`src/rtl/mem_ctrl_pkg.sv`:
```
// Shared types and constants for the byte-wide RAM controller.
//   mc_state_e : controller FSM states
//   LEN_*      : MEM access length codes
//   mc_xfer_t  : transfer latched at accept (base address, store data, byte count)
package mem_ctrl_pkg;

    localparam int unsigned ADDR_W = 32;
    localparam int unsigned DATA_W = 32;
    localparam int unsigned RAM_W  = 8;
    localparam int unsigned CNT_W  = 3;

    // Access length codes on mem_len_i; 2'b11 is treated as a word.
    localparam logic [1:0] LEN_B = 2'b00;
    localparam logic [1:0] LEN_H = 2'b01;
    localparam logic [1:0] LEN_W = 2'b10;

    typedef enum logic [2:0] {
        MC_IDLE   = 3'd0,
        MC_IF_RD  = 3'd1,
        MC_MEM_RD = 3'd2,
        MC_MEM_WR = 3'd3,
        MC_FIN    = 3'd4
    } mc_state_e;

    typedef struct packed {
        logic [ADDR_W-1:0] addr;
        logic [DATA_W-1:0] wdata;
        logic [CNT_W-1:0]  nbytes;
    } mc_xfer_t;

    // Number of RAM byte cycles for a MEM length code.
    function automatic logic [CNT_W-1:0] len_bytes(input logic [1:0] len);
        case (len)
            LEN_B:   return CNT_W'(1);
            LEN_H:   return CNT_W'(2);
            LEN_W:   return CNT_W'(4);
            default: return CNT_W'(4);
        endcase
    endfunction

endpackage

```
`src/rtl/mem_ctrl_if.sv`:
```
// Pipeline-side request/response signals and the byte-wide RAM port.
//   slave  : the controller (takes requests, drives RAM address/data)
//   master : the environment (IF/MEM stages and the RAM itself)
interface mem_ctrl_if;
    import mem_ctrl_pkg::*;

    logic              if_req_i;
    logic [ADDR_W-1:0] if_addr_i;
    logic              if_flush_i;
    logic              if_done_o;
    logic [DATA_W-1:0] if_inst_o;

    logic              mem_req_i;
    logic              mem_we_i;
    logic [1:0]        mem_len_i;
    logic [ADDR_W-1:0] mem_addr_i;
    logic [DATA_W-1:0] mem_wdata_i;
    logic              mem_done_o;
    logic [DATA_W-1:0] mem_rdata_o;

    logic [ADDR_W-1:0] ram_addr_o;
    logic              ram_wr_o;
    logic [RAM_W-1:0]  ram_dout_o;
    logic [RAM_W-1:0]  ram_din_i;

    modport slave (
        input  if_req_i, if_addr_i, if_flush_i,
        output if_done_o, if_inst_o,
        input  mem_req_i, mem_we_i, mem_len_i, mem_addr_i, mem_wdata_i,
        output mem_done_o, mem_rdata_o,
        output ram_addr_o, ram_wr_o, ram_dout_o,
        input  ram_din_i
    );

    modport master (
        output if_req_i, if_addr_i, if_flush_i,
        input  if_done_o, if_inst_o,
        output mem_req_i, mem_we_i, mem_len_i, mem_addr_i, mem_wdata_i,
        input  mem_done_o, mem_rdata_o,
        input  ram_addr_o, ram_wr_o, ram_dout_o,
        output ram_din_i
    );

endinterface

```
`src/rtl/mem_ctrl.sv`:
```
// Byte-wide RAM controller/arbiter shared by the IF and MEM stages.
// Ports:
//   clk  : system clock, rising edge
//   rst  : asynchronous active-low reset
//   bus  : mem_ctrl_if.slave -- IF request/response, MEM request/response,
//          8-bit RAM port (read data valid the cycle after its address)
// MEM wins arbitration in IDLE; transfers are non-preemptive. Reads run
// N+1 cycles (address pipeline plus one capture cycle), writes N cycles,
// then a one-cycle FIN where the owner's done pulse is visible.
module mem_ctrl
    import mem_ctrl_pkg::*;
(
    input  logic     clk,
    input  logic     rst,
    mem_ctrl_if.slave bus
);

    mc_state_e         state;
    mc_xfer_t          xfer;
    logic [CNT_W-1:0]  cnt;
    logic [DATA_W-1:0] rbuf;

    logic [DATA_W-1:0] rbuf_next;
    logic [RAM_W-1:0]  wbyte_next;
    logic [ADDR_W-1:0] addr_next;
    logic [CNT_W-1:0]  cnt_inc;

    assign cnt_inc   = cnt + CNT_W'(1);
    assign addr_next = xfer.addr + ADDR_W'(cnt_inc);

    // In read cycle cnt the RAM returns byte cnt-1; merge it into its lane.
    always_comb begin
        rbuf_next = rbuf;
        case (cnt)
            CNT_W'(1): rbuf_next[7:0]   = bus.ram_din_i;
            CNT_W'(2): rbuf_next[15:8]  = bus.ram_din_i;
            CNT_W'(3): rbuf_next[23:16] = bus.ram_din_i;
            CNT_W'(4): rbuf_next[31:24] = bus.ram_din_i;
            default:   rbuf_next        = rbuf;
        endcase
    end

    // Store byte for the next write cycle (byte 0 is issued at accept).
    always_comb begin
        case (cnt)
            CNT_W'(0): wbyte_next = xfer.wdata[15:8];
            CNT_W'(1): wbyte_next = xfer.wdata[23:16];
            default:   wbyte_next = xfer.wdata[31:24];
        endcase
    end

    // Controller FSM with registered outputs.
    always_ff @(posedge clk or negedge rst) begin
        if (!rst) begin
            state           <= MC_IDLE;
            xfer            <= '0;
            cnt             <= '0;
            rbuf            <= '0;
            bus.if_done_o   <= 1'b0;
            bus.if_inst_o   <= '0;
            bus.mem_done_o  <= 1'b0;
            bus.mem_rdata_o <= '0;
            bus.ram_addr_o  <= '0;
            bus.ram_wr_o    <= 1'b0;
            bus.ram_dout_o  <= '0;
        end else begin
            bus.if_done_o  <= 1'b0;
            bus.mem_done_o <= 1'b0;
            case (state)
                MC_IDLE: begin
                    bus.ram_wr_o <= 1'b0;
                    if (bus.mem_req_i) begin
                        xfer <= '{addr: bus.mem_addr_i, wdata: bus.mem_wdata_i,
                                  nbytes: len_bytes(bus.mem_len_i)};
                        cnt            <= '0;
                        rbuf           <= '0;
                        bus.ram_addr_o <= bus.mem_addr_i;
                        if (bus.mem_we_i) begin
                            state          <= MC_MEM_WR;
                            bus.ram_wr_o   <= 1'b1;
                            bus.ram_dout_o <= bus.mem_wdata_i[7:0];
                        end else begin
                            state <= MC_MEM_RD;
                        end
                    end else if (bus.if_req_i && !bus.if_flush_i) begin
                        xfer <= '{addr: bus.if_addr_i, wdata: '0, nbytes: CNT_W'(4)};
                        cnt            <= '0;
                        rbuf           <= '0;
                        bus.ram_addr_o <= bus.if_addr_i;
                        state          <= MC_IF_RD;
                    end
                end

                MC_IF_RD, MC_MEM_RD: begin
                    rbuf <= rbuf_next;
                    if (state == MC_IF_RD && bus.if_flush_i) begin
                        // Aborted fetch: nothing reaches if_inst_o.
                        state <= MC_IDLE;
                    end else if (cnt == xfer.nbytes) begin
                        state <= MC_FIN;
                        if (state == MC_IF_RD) begin
                            bus.if_inst_o <= rbuf_next;
                            bus.if_done_o <= 1'b1;
                        end else begin
                            bus.mem_rdata_o <= rbuf_next;
                            bus.mem_done_o  <= 1'b1;
                        end
                    end else begin
                        cnt <= cnt_inc;
                        if (cnt_inc < xfer.nbytes) begin
                            bus.ram_addr_o <= addr_next;
                        end
                    end
                end

                MC_MEM_WR: begin
                    if (cnt_inc < xfer.nbytes) begin
                        cnt            <= cnt_inc;
                        bus.ram_addr_o <= addr_next;
                        bus.ram_dout_o <= wbyte_next;
                    end else begin
                        bus.ram_wr_o   <= 1'b0;
                        bus.mem_done_o <= 1'b1;
                        state          <= MC_FIN;
                    end
                end

                MC_FIN: begin
                    state <= MC_IDLE;
                end

                default: begin
                    state <= MC_IDLE;
                end
            endcase
        end
    end

endmodule

```
`src/flat_wrapper.sv`:
```
// flat-port wrapper written by rule: the top's interface ports become plain ports
module mem_ctrl_flat import mem_ctrl_pkg::*;
  (clk, rst, bus_if_req_i, bus_if_addr_i, bus_if_flush_i, bus_if_done_o, bus_if_inst_o, bus_mem_req_i, bus_mem_we_i, bus_mem_len_i, bus_mem_addr_i, bus_mem_wdata_i, bus_mem_done_o, bus_mem_rdata_o, bus_ram_addr_o, bus_ram_wr_o, bus_ram_dout_o, bus_ram_din_i);
  mem_ctrl_if bus_i ();
  input  logic clk;
  input  logic rst;
  input wire logic [$bits(bus_i.if_req_i)-1:0] bus_if_req_i;
  input wire logic [$bits(bus_i.if_addr_i)-1:0] bus_if_addr_i;
  input wire logic [$bits(bus_i.if_flush_i)-1:0] bus_if_flush_i;
  output wire logic [$bits(bus_i.if_done_o)-1:0] bus_if_done_o;
  output wire logic [$bits(bus_i.if_inst_o)-1:0] bus_if_inst_o;
  input wire logic [$bits(bus_i.mem_req_i)-1:0] bus_mem_req_i;
  input wire logic [$bits(bus_i.mem_we_i)-1:0] bus_mem_we_i;
  input wire logic [$bits(bus_i.mem_len_i)-1:0] bus_mem_len_i;
  input wire logic [$bits(bus_i.mem_addr_i)-1:0] bus_mem_addr_i;
  input wire logic [$bits(bus_i.mem_wdata_i)-1:0] bus_mem_wdata_i;
  output wire logic [$bits(bus_i.mem_done_o)-1:0] bus_mem_done_o;
  output wire logic [$bits(bus_i.mem_rdata_o)-1:0] bus_mem_rdata_o;
  output wire logic [$bits(bus_i.ram_addr_o)-1:0] bus_ram_addr_o;
  output wire logic [$bits(bus_i.ram_wr_o)-1:0] bus_ram_wr_o;
  output wire logic [$bits(bus_i.ram_dout_o)-1:0] bus_ram_dout_o;
  input wire logic [$bits(bus_i.ram_din_i)-1:0] bus_ram_din_i;
  assign bus_i.if_req_i = bus_if_req_i;
  assign bus_i.if_addr_i = bus_if_addr_i;
  assign bus_i.if_flush_i = bus_if_flush_i;
  assign bus_if_done_o = bus_i.if_done_o;
  assign bus_if_inst_o = bus_i.if_inst_o;
  assign bus_i.mem_req_i = bus_mem_req_i;
  assign bus_i.mem_we_i = bus_mem_we_i;
  assign bus_i.mem_len_i = bus_mem_len_i;
  assign bus_i.mem_addr_i = bus_mem_addr_i;
  assign bus_i.mem_wdata_i = bus_mem_wdata_i;
  assign bus_mem_done_o = bus_i.mem_done_o;
  assign bus_mem_rdata_o = bus_i.mem_rdata_o;
  assign bus_ram_addr_o = bus_i.ram_addr_o;
  assign bus_ram_wr_o = bus_i.ram_wr_o;
  assign bus_ram_dout_o = bus_i.ram_dout_o;
  assign bus_i.ram_din_i = bus_ram_din_i;
  mem_ctrl u_core (.clk(clk), .rst(rst), .bus(bus_i));
endmodule
```
`config.mk`:
```
export PLATFORM = sky130hd
export DESIGN_NAME = mem_ctrl_flat
export DESIGN_NICKNAME = d
export VERILOG_FILES = /design/src/rtl/mem_ctrl_pkg.sv /design/src/rtl/mem_ctrl_if.sv /design/src/rtl/mem_ctrl.sv /design/src/flat_wrapper.sv
export SDC_FILE = /design/constraint.sdc
export NUM_CORES = 1
export LEC_CHECK = 0
export BUFFER_PORTS_ARGS = -buffer_cell sky130_fd_sc_hd__buf_2
export CAP_MARGIN = 20
export CELL_PAD_IN_SITES_DETAIL_PLACEMENT = 0
export CELL_PAD_IN_SITES_GLOBAL_PLACEMENT = 1
export CORE_UTILIZATION = 45
export CTS_CLUSTER_SIZE = 28
export DETAILED_ROUTE_END_ITERATION = 8
export GPL_TIMING_DRIVEN = 0
export PLACE_DENSITY = 0.95
export SYNTH_ARGS = -nofsm -noshare
export SYNTH_HDL_FRONTEND = slang
export SYNTH_SLANG_ARGS = --single-unit
export TNS_END_PERCENT = 30
```
`constraint.sdc`:
```
create_clock -name clk -period 5.29 [get_ports clk]
set_input_delay 0.7935 -clock clk [delete_from_list [all_inputs] [get_ports clk]]
set_output_delay 0.7935 -clock clk [all_outputs]
set_load 0.03 [all_outputs]
```
After elaboration in Yosys (flattened, before gate mapping)
Cells that the tools add are included.
{"block": "word_totals", "regBits": 212, "in_bits": 112, "output_inout_bits": 107, "wordCells": 102}
{"block": "classes", "add_sub_neg": 2, "order_cmp": 1, "eq_ne": 17, "n_mux": 47, "bitwise": 2, "n_reduce_logical": 20}
{"operator": "2-to-1 mux 32 bit", "n": 7}
{"operator": "2-to-1 mux 67 bit", "n": 2}
{"operator": "one-hot mux 32 bit (3 select lines)", "n": 1}
{"operator": "one-hot mux 32 bit (2 select lines)", "n": 1}
{"operator": "2-to-1 mux 8 bit", "n": 7}
{"operator": "adder 32 x 3 -> 32 bit", "n": 1}
{"operator": "one-hot mux 8 bit (2 select lines)", "n": 2}
{"operator": "2-to-1 mux 3 bit", "n": 10}
{"operator": "one-hot mux 3 bit (3 select lines)", "n": 2}
{"operator": "AND reduction 4 bit", "n": 4}
{"operator": "== test 3 x 2 -> 1 bit, second input constant", "n": 4}
{"operator": "2-to-1 mux 1 bit", "n": 12}
{"operator": "inequality test 2 bit, second input constant", "n": 5}
{"operator": "== test 3 x 1 -> 1 bit, second input constant", "n": 2}
{"operator": "zero test 3 bit", "n": 2}
{"operator": "one-hot mux 3 bit (2 select lines)", "n": 1}
{"operator": "AND reduction 2 bit", "n": 3}
{"operator": "nonzero test 2 bit", "n": 3}
{"operator": "AND reduction 5 bit", "n": 1}
{"operator": "one-hot mux 1 bit (2 select lines)", "n": 2}
{"operator": "adder 3 x 1 -> 3 bit, second input constant", "n": 1}
{"operator": "== test 3 bit", "n": 1}
{"operator": "== test 3 bit, second input constant", "n": 1}
{"operator": "less-than comparator 3 bit", "n": 1}
{"operator": "other kinds (11)", "n": 13}

Depth between registers and ports, before layout
{"block": "depth", "depth_word": 6, "mapped_depth": 11, "ltp_nobuf": 9}

Worst setup path after synthesis
OpenSTA, ideal clock, no wires.
{"block": "synth_timing", "kind": "register -> register", "startpoint": "reg u_core.cnt[0]", "endpoint": "reg u_core.bus.ram_addr_o[24]", "arrival_time_ns": 2.448, "required_ns": 5.146, "setup_slack_ns": 2.699, "stages_incl_launch_ff": 11, "n_path_buf": 1, "path_cell_list": "dfrtp_1 -> inv_1 -> ha_1 -> inv_1 -> fa_1 -> nor2b_1 -> o21ai_1 -> clkbuf_1 -> nor4_2 -> xnor2_1 -> o221ai_1"}
{"block": "synth_via", "elab_chain_cells": 6, "word_cells_on_any_way": 10}
{"element": "start: declaration", "line": "mem_ctrl.sv:20", "text": "logic [CNT_W-1:0] cnt;"}
{"element": "start signal: assignment", "line": "mem_ctrl.sv:109", "text": "cnt <= cnt_inc;"}
{"element": "start signal: assignment", "line": "mem_ctrl.sv:118", "text": "cnt <= cnt_inc;"}
{"element": "adder 3 x 1 -> 3 bit", "line": "mem_ctrl.sv:28", "text": "assign cnt_inc = cnt + CNT_W'(1);"}
{"element": "adder 32 x 3 -> 32 bit / less-than comparator 3 bit (equally long branches)", "line": "mem_ctrl.sv:29, mem_ctrl.sv:110, mem_ctrl.sv:117"}
{"element": "2-to-1 mux 32 bit", "line": "mem_ctrl.sv:110, mem_ctrl.sv:117"}
{"element": "2-to-1 mux 32 bit", "line": "mem_ctrl.sv:99", "text": "end else if (cnt == xfer.nbytes) begin"}
{"element": "2-to-1 mux 32 bit", "line": "mem_ctrl.sv:96", "text": "if (state == MC_IF_RD && bus.if_flush_i) begin"}
{"element": "one-hot mux 32 bit (3 select lines)", "line": "mem_ctrl.sv:69", "text": "case (state)"}
{"element": "end signal: assignment", "line": "mem_ctrl.sv:77", "text": "bus.ram_addr_o <= bus.mem_addr_i;"}
{"element": "end signal: assignment", "line": "mem_ctrl.sv:111", "text": "bus.ram_addr_o <= addr_next;"}
{"element": "end signal: assignment", "line": "mem_ctrl.sv:119", "text": "bus.ram_addr_o <= addr_next;"}
{"element": "end: declaration", "line": "mem_ctrl_if.sv:31", "text": "output ram_addr_o, ram_wr_o, ram_dout_o,"}
Several ways; a longest one is shown, not always the timed one. The select of a mux whose other input is x is not followed.
A chain may end at the register's enable or synchronous reset.

Worst setup path after layout
{"block": "layout_timing", "startpoint": "reg u_core.cnt[0]", "endpoint": "reg u_core.bus.ram_addr_o[22]"}
Same word-level chain as after synthesis.

==> impl_metrics.prom <==
# TYPE chip_impl_metric gauge
chip_impl_metric{name="design.final.nets",unit=""} 1284
chip_impl_metric{name="detailedRoute.firstIterationViolations",unit=""} 454
chip_impl_info{name="clk_root_buffer_cell",value="sky130_fd_sc_hd__clkbuf_16"} 1
chip_impl_metric{name="slew_headroom",unit="%"} 42.15
chip_impl_metric{name="postSynthRegisterBits",unit=""} 204
chip_impl_info{name="setup_cp_type",value="flip-flop to flip-flop"} 1
chip_impl_metric{name="cts_num_sinks",unit=""} 204
chip_impl_metric{name="starting_density_of_the_core",unit="%"} 46.30
chip_impl_metric{name="route.detailed.drc",unit=""} 0
chip_impl_metric{name="timing.critical_path.required",unit="ns"} 5.66
chip_impl_metric{name="final_design_area_no_fill",unit="sq um"} 11640
chip_impl_info{name="netlist_top_cells_count",value="204 x sky130_fd_sc_hd__dfrtp_1, 113 x sky130_fd_sc_hd__nand2_1, 70 x sky130_fd_sc_hd__o21ai_1"} 1
chip_impl_metric{name="synth_sequential_area_ratio",unit="%"} 53.97
chip_impl_metric{name="timing.final.max_slew_violations",unit=""} 0
chip_impl_metric{name="coreArea",unit="sq um"} 20430
chip_impl_metric{name="place.gp.congestion",unit=""} 0.9729
chip_impl_info{name="run_status",value="completed"} 1
chip_impl_metric{name="dp.final_hpwl",unit="um"} 18570
chip_impl_metric{name="cts_setup_buffers",unit=""} 0
chip_impl_metric{name="clkSlewWorstSetupHoldPaths",unit="ns"} 0.06
chip_impl_info{name="cpMaxStageDelayCell",value="sky130_fd_sc_hd__nor4_1"} 1
chip_impl_metric{name="layout_worst_path_cycle_share",unit="%"} 61.22
chip_impl_metric{name="antenna_violating_nets_post_route",unit=""} 0
chip_impl_metric{name="global_route.usage.met3",unit="%"} 3.478
chip_impl_metric{name="setup_violations",unit=""} 0
chip_impl_info{name="worstPathCellList",value="inv_1 -> ha_1 -> inv_1 -> fa_1 -> nor2b_1 -> o21ai_1 -> clkbuf_1 -> nor4_1 -> xnor2_1 -> o21ai_1"} 1
chip_impl_metric{name="drive_above_1_share",unit="%"} 23.23
chip_impl_info{name="worst_hold_path_type",value="primary input to async pin"} 1
chip_impl_metric{name="area_of_the_mapped_netlist",unit="sq um"} 9459
chip_impl_info{name="synth.area.top_cells",value="sky130_fd_sc_hd__dfrtp_1 54%, sky130_fd_sc_hd__mux2i_1 6.8%, sky130_fd_sc_hd__a22o_1 5.7%, sky130_fd_sc_hd__nand2_1 4.5%, sky130_fd_sc_hd__o21ai_1 3.7%"} 1
chip_impl_info{name="grt_setup_unrepaired",value="false"} 1
chip_impl_metric{name="hold-worst-slack",unit="ns"} 0.3831
chip_impl_metric{name="netlist.area_leader.share",unit="%"} 53.97
chip_impl_metric{name="distinct_cells_synth",unit=""} 53
chip_impl_metric{name="floorplan.io_pins",unit=""} 219
chip_impl_metric{name="postPlaceCellArea",unit="sq um"} 10890
chip_impl_metric{name="die_x",unit="um"} 147.0
chip_impl_info{name="cts_tree",value="done"} 1
chip_impl_metric{name="drv_cap",unit=""} 0
chip_impl_metric{name="htree_levels",unit=""} 1
chip_impl_metric{name="grt-ovfl-total",unit=""} 0
chip_impl_metric{name="clk_latency",unit="ns"} 0.50
chip_impl_metric{name="cts.repair.resized",unit=""} 0
chip_impl_metric{name="clock_tree.buffer_depth",unit=""} 3
chip_impl_metric{name="detail_route.wl_per_cell",unit="um"} 17.97
chip_impl_metric{name="grt.total_usage",unit="%"} 24.11
chip_impl_metric{name="timing.critical_path.fanout_max",unit=""} 10
chip_impl_metric{name="post-route-util",unit="%"} 56.96
chip_impl_metric{name="finalWirelength",unit="um"} 26020
chip_impl_metric{name="port_buffers",unit=""} 210
chip_impl_metric{name="netlist_instances",unit=""} 925
chip_impl_info{name="critical_path.endpoint_type",value="flip-flop"} 1
chip_impl_metric{name="die_height",unit="um"} 147.0
chip_impl_info{name="grt.busiest_layer",value="met2"} 1
chip_impl_info{name="synthMostInstantiatedCell",value="sky130_fd_sc_hd__dfrtp_1"} 1
chip_impl_metric{name="use_met1",unit="%"} 31.95
chip_impl_metric{name="yosysWarnings",unit=""} 0
chip_impl_metric{name="rows",unit=""} 52
chip_impl_metric{name="numCtsBuffers",unit=""} 22
chip_impl_metric{name="final-hold-violation-count",unit=""} 0
chip_impl_metric{name="grt_start_max_net_pins",unit=""} 117
chip_impl_metric{name="floorplan.die_area",unit="sq um"} 21600
chip_impl_metric{name="largest_incremental_delay_on_the_critical_path",unit="ns"} 0.48
chip_impl_metric{name="min_period",unit="ns"} 3.239
chip_impl_metric{name="setup.reg_to_reg.worst_slack",unit="ns"} 2.05
chip_impl_metric{name="detailroute.via_count",unit=""} 7990
chip_impl_metric{name="worstPathArrival",unit="ns"} 3.61
chip_impl_metric{name="post_cts_hold_buffer_count",unit=""} 0
chip_impl_metric{name="totalNegativeSetupSlack",unit="ns"} 0
chip_impl_metric{name="vias_per_cell",unit=""} 5.518
chip_impl_metric{name="global_route_wire_length_before_repair",unit="um"} 41170
chip_impl_metric{name="p_per_area",unit="nW/um^2"} 674.9
chip_impl_metric{name="synth_edf_count",unit=""} 0
chip_impl_metric{name="mappedNetlistNets",unit=""} 1049
chip_impl_info{name="start_kind",value="flip-flop"} 1
chip_impl_metric{name="leakage_power_total",unit="uW"} 0.005597
chip_impl_metric{name="drt-pass1-iter-count",unit=""} 4
chip_impl_metric{name="fin_worst_skew",unit="ns"} 0.007055
chip_impl_metric{name="antenna_violations_before_repair",unit=""} 3
chip_impl_metric{name="timing.fmax",unit="GHz"} 0.3088
chip_impl_metric{name="met2_usage",unit="%"} 40.43
chip_impl_metric{name="worst_ir_drop_vdd",unit="mV"} 0.2845
chip_impl_metric{name="least_margin_pin_slew",unit="ns"} 0.8677
chip_impl_info{name="yosys.area.top_type",value="sky130_fd_sc_hd__dfrtp_1"} 1
chip_impl_metric{name="grt_pass1_vias",unit=""} 7766
chip_impl_metric{name="asyncSetResetFlopFracSynth",unit="%"} 100.0
chip_impl_info{name="postSynth.topFlopCell",value="sky130_fd_sc_hd__dfrtp_1"} 1
chip_impl_metric{name="areaGrowthSynthToFinish",unit="%"} 23.02
chip_impl_metric{name="avgSynthCellArea",unit="sq um"} 10.23
[per-layer routing]
layer | routed length (um) | part of all wire [%] | up-vias
li1 | - | - | 3770
met1 | 11040 | 42 | 3866
met2 | 12660 | 49 | 304
met3 | 1704 | 6.5 | 48
met4 | 605 | 2.3 | 2
met5 | 12 | 0.046 | -
[flip-flops by register name, indices dropped and copies added (netlist names)]
name and flops:
u_core.cnt 3, u_core.bus.if_inst_o 32, u_core.bus.ram_addr_o 32, u_core.state 3, u_core.bus.mem_rdata_o 32, u_core.bus.ram_dout_o 8, u_core.rbuf 32, u_core.xfer 59
u_core.bus.if_done_o 1, u_core.bus.mem_done_o 1, u_core.bus.ram_wr_o 1
[where the power goes]
group,switching [uW],total (uW),internal (uW)
Clock,606,1570,963
Sequential,450,2670,2220
Combinational,2410,3610,1210
[through the flow]
step | std cells | total power (uW) | setup WS [ns]
final | 1448 | 7853 | 2.051
after global routing | 1447 | 8366 | 1.766
after CTS | 1445 | 7887 | 2.021
after detailed placement | 1406 | 6282 | 2.036
after global placement | 1405 | 6196 | 0.06300
after floorplan | 925 | 5156 | 2.699
[worst max-delay path: cells and delay by family (launching register included)]
family	cells	cell delay [ns]
fa+ha+maj	2	0.81
simple gates	2	0.76
buf+inv	3	0.56
flops	1	0.46
compound gates	2	0.33
xor+xnor	1	0.18
[path summary, 6_finish.rpt]
kind                                          start                          to  cells past startpoint
max reg2reg                           u_core.cnt[0]   u_core.bus.ram_addr_o[22]                     10
min reg2reg                u_core.bus.if_inst_o[29]    u_core.bus.if_inst_o[29]                      2
min                                             rst  u_core.bus.mem_rdata_o[18]                      1
min in group clk           u_core.bus.if_inst_o[29]    u_core.bus.if_inst_o[29]                      2
max                                   u_core.cnt[0]   u_core.bus.ram_addr_o[22]                     10
max in group asynchronous                       rst             u_core.xfer[33]                      2
[logic make-up (layout without fill, tap and decap cells)]
logic type / Yosys count / in the layout / synth area share, %
DFF: 204 / 204 / 53.97
and+or+nand+nor: 247 / 247 / 11.92
adders and majority gates: 12 / 12 / 1.667
AOI/OAI and AO/OA: 281 / 281 / 19.10
other: 0 / 3 / 0
xor gates and xnor gates: 25 / 25 / 2.315
buffers and inverters: 88 / 338 / 3.783
muxes: 68 / 68 / 7.249
[cell usage in the layout (no fill, tap or decap), types with 4 or more instances in the layout]
master / synthesis / routed
sky130_fd_sc_hd__buf_2: 16 / 225
sky130_fd_sc_hd__dfrtp_1: 204 / 204
sky130_fd_sc_hd__nand2_1: 113 / 113
sky130_fd_sc_hd__o21ai_1: 70 / 70
sky130_fd_sc_hd__nor2_1: 65 / 65
sky130_fd_sc_hd__a21oi_1: 64 / 64
sky130_fd_sc_hd__mux2i_1: 64 / 64
sky130_fd_sc_hd__a22o_1: 62 / 62
sky130_fd_sc_hd__clkbuf_1: 39 / 46
sky130_fd_sc_hd__o21ai_0: 28 / 28
sky130_fd_sc_hd__clkbuf_16: 0 / 23
sky130_fd_sc_hd__inv_1: 18 / 18
sky130_fd_sc_hd__xnor2_1: 18 / 18
sky130_fd_sc_hd__buf_1: 13 / 13
sky130_fd_sc_hd__nand3_1: 13 / 13
sky130_fd_sc_hd__ha_1: 11 / 11
sky130_fd_sc_hd__a211oi_1: 10 / 10
sky130_fd_sc_hd__nor4_1: 9 / 9
sky130_fd_sc_hd__a22oi_1: 8 / 8
sky130_fd_sc_hd__o31ai_1: 8 / 8
sky130_fd_sc_hd__xor2_1: 7 / 7
sky130_fd_sc_hd__nor3_1: 7 / 7
sky130_fd_sc_hd__a21o_1: 7 / 7
sky130_fd_sc_hd__nor4_2: 6 / 6
sky130_fd_sc_hd__o221ai_1: 6 / 6
sky130_fd_sc_hd__and2_1: 5 / 5
sky130_fd_sc_hd__nand4_1: 5 / 5
sky130_fd_sc_hd__clkbuf_8: 0 / 5
sky130_fd_sc_hd__or2_1: 4 / 4
sky130_fd_sc_hd__or3_1: 4 / 4
sky130_fd_sc_hd__nor2b_1: 4 / 4
sky130_fd_sc_hd__or4_1: 4 / 4
[area by class of cell]
class	instances	area, sq um
Antenna cell	3	7.507
Buffer	69	286.5
Clock buffer	35	670.6
Clock inverter	4	72.57
Fill cell	1831	8793
Inverter	19	71.32
Multi-Input combinational cell	633	3996
Sequential cell	204	5105
Tap cell	270	337.8
Timing Repair Buffer	211	1089
No activity file was read; power rests on OpenSTA's default activity.
